$ cat src/rtl/fetch_sequencer.sv
// fetch_sequencer: fetches 1-3 byte instructions from byte memory and offers them to execute with valid/ready.
module fetch_sequencer #(
  parameter logic [7:0] RESET_PC = 8'h00
) (
  input  logic        clk,
  input  logic        rst_n,
  output logic        mem_req,
  output logic [7:0]  mem_addr,
  input  logic        mem_ack,
  input  logic [7:0]  mem_rdata,
  output logic [23:0] opcode,
  output logic [1:0]  op_len,
  output logic        op_illegal,
  output logic        op_valid,
  input  logic        op_ready,
  input  logic        jump_en,
  input  logic [7:0]  jump_addr,
  input  logic        halt,
  output logic        halted
);
  typedef enum logic [1:0] {FETCH0, FETCHN, ISSUE, HALTED} state_t;
  state_t state, state_nx;
  logic [7:0] pc, b0, b1, b2;
  logic got1, take, accept;
  assign mem_req    = state == FETCH0 || state == FETCHN;
  assign mem_addr   = pc;
  assign op_valid   = state == ISSUE;
  assign halted     = state == HALTED;
  assign opcode     = {b0, b1, b2};
  assign op_illegal = &b0[7:6];
  assign op_len     = b0[7:6] == 2'b10 ? 2'd3 : b0[7:6] == 2'b01 ? 2'd2 : 2'd1;
  assign take       = mem_req && mem_ack;
  assign accept     = op_valid && op_ready;
  // Length codes 00 and 11 are both single-byte instructions.
  always_comb begin
    state_nx = state;
    case (state)
      FETCH0:  state_nx = !take ? FETCH0 : mem_rdata[7] == mem_rdata[6] ? ISSUE : FETCHN;
      FETCHN:  state_nx = take && (got1 || op_len == 2'd2) ? ISSUE : FETCHN;
      ISSUE:   state_nx = !accept ? ISSUE : halt ? HALTED : FETCH0;
      default: state_nx = HALTED;
    endcase
  end
  always_ff @(posedge clk or negedge rst_n) begin
    if (!rst_n) begin
      state <= FETCH0;
      pc    <= RESET_PC;
      b0    <= 8'h00;
      b1    <= 8'h00;
      b2    <= 8'h00;
      got1  <= 1'b0;
    end else begin
      state <= state_nx;
      if (take) pc <= pc + 8'd1;
      else if (accept && jump_en) pc <= jump_addr;
      if (take && state == FETCH0) begin
        b0   <= mem_rdata;
        b1   <= 8'h00;
        b2   <= 8'h00;
        got1 <= 1'b0;
      end
      if (take && state == FETCHN) begin
        if (got1) b2 <= mem_rdata;
        else b1 <= mem_rdata;
        got1 <= 1'b1;
      end
    end
  end
endmodule

$ cat config.mk
export PLATFORM = sky130hd
export DESIGN_NAME = fetch_sequencer
export DESIGN_NICKNAME = d
export VERILOG_FILES = /design/src/rtl/fetch_sequencer.sv
export SDC_FILE = /design/constraint.sdc
export NUM_CORES = 1
export LEC_CHECK = 0
export CAP_MARGIN = 20
export CORE_UTILIZATION = 25
export CTS_CLUSTER_DIAMETER = 120
export DETAILED_ROUTE_END_ITERATION = 12
export HOLD_SLACK_MARGIN = 0.06
export PLACE_DENSITY_LB_ADDON = 0.05
export SLEW_MARGIN = 40
export SYNTH_ARGS = -nofsm -noshare
export SYNTH_HDL_FRONTEND = slang
export SYNTH_SLANG_ARGS = --single-unit
$ cat constraint.sdc
create_clock -name clk -period 2.4 [get_ports clk]
set_input_delay 0.36 -clock clk [delete_from_list [all_inputs] [get_ports clk]]
set_output_delay 0.36 -clock clk [all_outputs]
set_load 0.02 [all_outputs]
### Word level (Yosys, flattened, before mapping)

Cells that the tools add are included.

* add/sub/neg operators: 1
* multiply operators: 0
* divide/modulo/power cells: 0
* magnitude comparators: 0
* eq/ne operators: 7
* shifts and indexed selects: 0
* muxes and demuxes: 18
* bitwise logic cells: 0
* reductions and logical operators: 12

Operators with widths (count)
* 8-bit two-way mux: 8
* 2-bit two-way mux: 7
* 8-bit by 1-bit adder with 8-bit output (second input constant): 1
* 2-bit == test (second input constant): 4
* 1-bit logical AND: 6
* 2-bit case mux with 3 select lines: 1
* 2-bit by 1-bit == test with 1-bit output (second input constant): 2
* 2-bit nonzero test: 2
* 2-bit logical NOT: 1
* 1-bit logical OR: 2
* 1-bit two-way mux: 2
* 2-bit AND reduction: 1
* 1-bit == test: 1

* flip-flop bits (word level): 35
* bits in latches: 0
* memory bits (writable): 0
* ROM bits: 0
* output and inout bits: 38
* word-level logic and storage cells: 44
* memories kept: 0

### Depth between registers and ports, before layout

* depth after elaboration: 8
* gate-level depth with buffers: 6
* mapped depth without buffers: 5

### Worst setup path before layout

Ideal clock, no wire load.

* path kind: register to output
* start point: register state[0]
* end point: output port op_valid
* arrival time: 1.016 ns
* required time: 2.040 ns
* setup slack: 1.024 ns
* stages on the path, launching flop included: 4
* path through: dfrtp_1 buf_6 clkbuf_1 nor2_1

* cells in the longest elaborated chain, start to end: 1

Ends and longest elaborated chain
* from (decl): line 22 `state_t state, state_nx;`
* from (signal assigned): line 53 `state <= state_nx;`
* 2-bit == test: line 27 `assign op_valid = state == ISSUE;`
* to (decl): line 14 `output logic op_valid,`

No other way between the ends.

### Worst setup path after layout

* start point: register b0[7]
* end point: output port op_len[1]

* cells in the longest elaborated chain, start to end: 3
* elaborated cells between the ends (all ways): 4
* those cells by class: eq/ne (2); mux (2)

Ends and longest elaborated chain
* from (decl): line 23 `logic [7:0] pc, b0, b1, b2;`
* from (signal assigned): line 57 `b0 <= mem_rdata;`
* 2-bit by 1-bit == test with 1-bit output: line 31 `assign op_len = b0[7:6] == 2'b10 ? 2'd3 : b0[7:6] == 2'b01 ? 2'd2 : 2'd1;`
* 2-bit two-way mux: line 31
* 2-bit two-way mux (*): line 31
* to (decl): line 12 `output logic [1:0] op_len,`

Every way passes the cells marked *; elsewhere a longest branch is shown, timed or not.

==> summary.md <==
| Metric | Value |
|---|---|
| Max rail drop VDD | 0.0006393 V |
| Crit path DAT | approximately 1700 ps |
| Ys flop type | dfrtp_1 |
| Crit Path Max Fanout | 3 |
| FF-to-FF End | b0[1] |
| WS Path Type | reg2out |
| Cell count after synthesis | roughly 190 |
| Mapped Area | 0.001829 mm^2 |
| Nets | 269 |
| Critical Path RT | 2040 ps |
| Gr ovfl total | 0 |
| PortBufs | between 50 and 60 |
| Leak | 1.086 nW |
| Syn_nets | between 200 and 250 |
| R2R depth | 3 |
| Max-cap viol count | 0 |
| Leading post-synthesis cells by cell area | dfrtp_1 48%, a22o_1 8.1%, nand2_1 5.5%, mux2_1 4.3%, o21ai_1 4.1% |
| Die width | 87.54 um |
| Sink Count | 35 |
| Slew Viols, Final | 0 |
| Worst path max stage delay | 590 ps |
| First-pass GRT wire length | 8024 um |
| CTS Root Cell | clkbuf_8 |
| I/O pins | 60 |
| DR iter-0 viols | 86 |
| FMAX | 0.4925 GHz |
| WP buf/inv | 3 |
| Cell mode on critical path | inv_1 |
| H-Tree Depth | 2 |
| Worst setup path endpoint | op_len[1] |
| Multi-input logic area | approximately 810 um^2 |
| Reg clk slew, reported paths | 70 ps |
| Power Density | 1401 mW/mm^2 |
| Synth Register Bits | 35 |
| PostCTS Resize Cnt | 0 |
| Worst setup SP type | flop |
| Cell with the most instances after synthesis | dfrtp_1 |
| FF/Latch Area | 875.8 um^2 |
| DR vias/cell | 4.602 |
| Hold Vio Cnt, Final | 0 |
| Die Span Y | 87.54 um |
| Starting Density | 0.2634 |
| Synth cell types | 39 |
| Wire per inst | 14.29 um |
| Worst slew margin | 0.6861 |
| HPWL Detailed | 3415 um |
| CP startpoint | b0[7] |
| Rows | 30 |
| Ys async rst share | 1.000 |
| CP endpoint kind | primary output |
| Via Count | 1560 |
| Min Tclk post-route | 2030 ps |
| Gpl congestion | 0.7294 |
| Die area | 0.007663 mm^2 |
| Worst path top cell family by delay | buffers and inverters |
| CTS buffer count | 5 |
| Synth warn | 0 |
| Worst Skew | 4.997 ps |
| Post-synth top area share | 0.4788 |
| Largest net degree at the start of global routing | 36 |
| Setup violators final | 0 |
| Leading area contributor after synthesis | dfrtp_1 |
| Fraction of layout cells with a size suffix above 1 | 0.07407 |
| Class of the worst hold path | reg2reg |
| Critical-path cell list | inv_1, ha_1, inv_1, clkdlybuf4s50_1 |
| WHS Path Cells | 1 |
| Fillcell total | 723 |
| Final Cycle Share | 0.8459 |
| Slowest-stage cell, CP | clkdlybuf4s50_1 |
| Vias in the first global route | 1577 |
| Post-CTS setup buffers | 0 |
| Most common library cells after synthesis | 35 x dfrtp_1, 27 x nand2_1, 17 x a22o_1 |
| Global Route Usage Sum | 0.1377 |
| Reg-to-Reg Start | state[1] |
| Hold-fix buffers, CTS | 1 |
| Worst-Margin Slew | 470.8 ps |
| Core footprint | 0.006944 mm^2 |
| DR pass1 iterations | 4 |
| Area Overhead vs Synth | 40.83% |
| WL final | 4846 um |
| Total Neg Setup Slack | 0 ps |
| Final hold slack | 501.8 ps |
| Post-DRT Antenna Nets | 0 |
| Avg Cell Area, Syn | 9.888 um^2 |
| Sequential share of the synthesized area | 0.4788 |
| Clk buf depth | 2 |
| Worst skew pair latency | 280 ps |
| Reg-to-reg slack, setup | 880 ps |
| Ant diodes | 0 |
| Unrepaired setup endpoints after global routing | false |
| Crit path depth | 4 |
| CTS tree | yes |
| # DRC | 0 |
| Status | completed |
| Initial antenna violation count | 0 |
| EDFF count, synth | 0 |
-- routing by layer --
metal	track usage	wire length, um	vias up
met5	0	0	-
met4	0.04471	43	0
met2	0.2031	2084	49
met1	0.1999	2484	731
met3	0.02922	233	7
li1	-	-	773
-- report_power, final --
part | internal [mW] | switching, mW
clock | 0.225 | 0.214
sequential | 0.876 | 0.272
combinational | 0.975 | 1.05
-- cell families after synthesis --
kind of cell             share of synthesized area
multiplexers                               0.04309
adder cells (fa/ha/maj)                    0.02736
AO/OA/AOI/OAI                               0.2066
XOR/XNOR                                  0.004789
buffers and inverters                      0.07865
flip-flops                                  0.4788
AND/OR/NAND/NOR                             0.1608
-- area by class of cell --
cell class	instances	area share
Multi-Input combinational cell	124	0.3152
Sequential cell	35	0.3400
Clock inverter	1	0.001943
Clock buffer	6	0.03205
Timing Repair Buffer	65	0.2467
Tap cell	96	0.04662
Inverter	12	0.01748
-- worst min-delay path by stage --
stage | from | end | slack, ps
floorplan | rst_n | b0[0] | 60
global placement | b0[1] | b0[1] | 490
detailed placement | rst_n | mem_addr[5] | 360
CTS | b0[1] | b0[1] | 500
global route | b0[5] | b0[5] | 520
finish | b0[1] | b0[1] | 500
-- stage by stage --
step | power (mW) | instances | setup slack (ps) | area [um^2] | utilization
floorplan | 2.346 | 185 | 1024 | 1829 | -
global placement | 3.213 | 331 | 606.4 | 2476 | 0.3566
detailed placement | 3.204 | 331 | 575.9 | 2479 | 0.3569
CTS | 3.658 | 339 | 350.2 | 2576 | 0.3710
global route | 3.884 | 339 | 278.6 | 2576 | 0.3710
finish | 3.611 | 339 | 369.7 | 2576 | 0.3710
-- state kept, by name, summed over array words and instances, names as in the netlist --
name	count
b0	8
b1	8
b2	8
mem_addr	8
state	2
got1	1
-- cell usage in the layout (no fill, tap or decap), types with 2 or more instances in the layout --
| cell type | instances |
|---|---|
| o21ai_0 | 7 |
| nor2_1 | 6 |
| mux2_1 | 7 |
| clkbuf_8 | 6 |
| ha_1 | 4 |
| a21oi_1 | 4 |
| and2_1 | 2 |
| clkdlybuf4s50_1 | 58 |
| nand4b_1 | 2 |
| a22o_1 | 17 |
| inv_1 | 12 |
| nand3_1 | 10 |
| nand2_1 | 27 |
| a31oi_1 | 2 |
| dfrtp_1 | 35 |
| o21ai_1 | 15 |
| buf_4 | 6 |
| o21bai_1 | 2 |
Power figures use the tool's default switching activity.
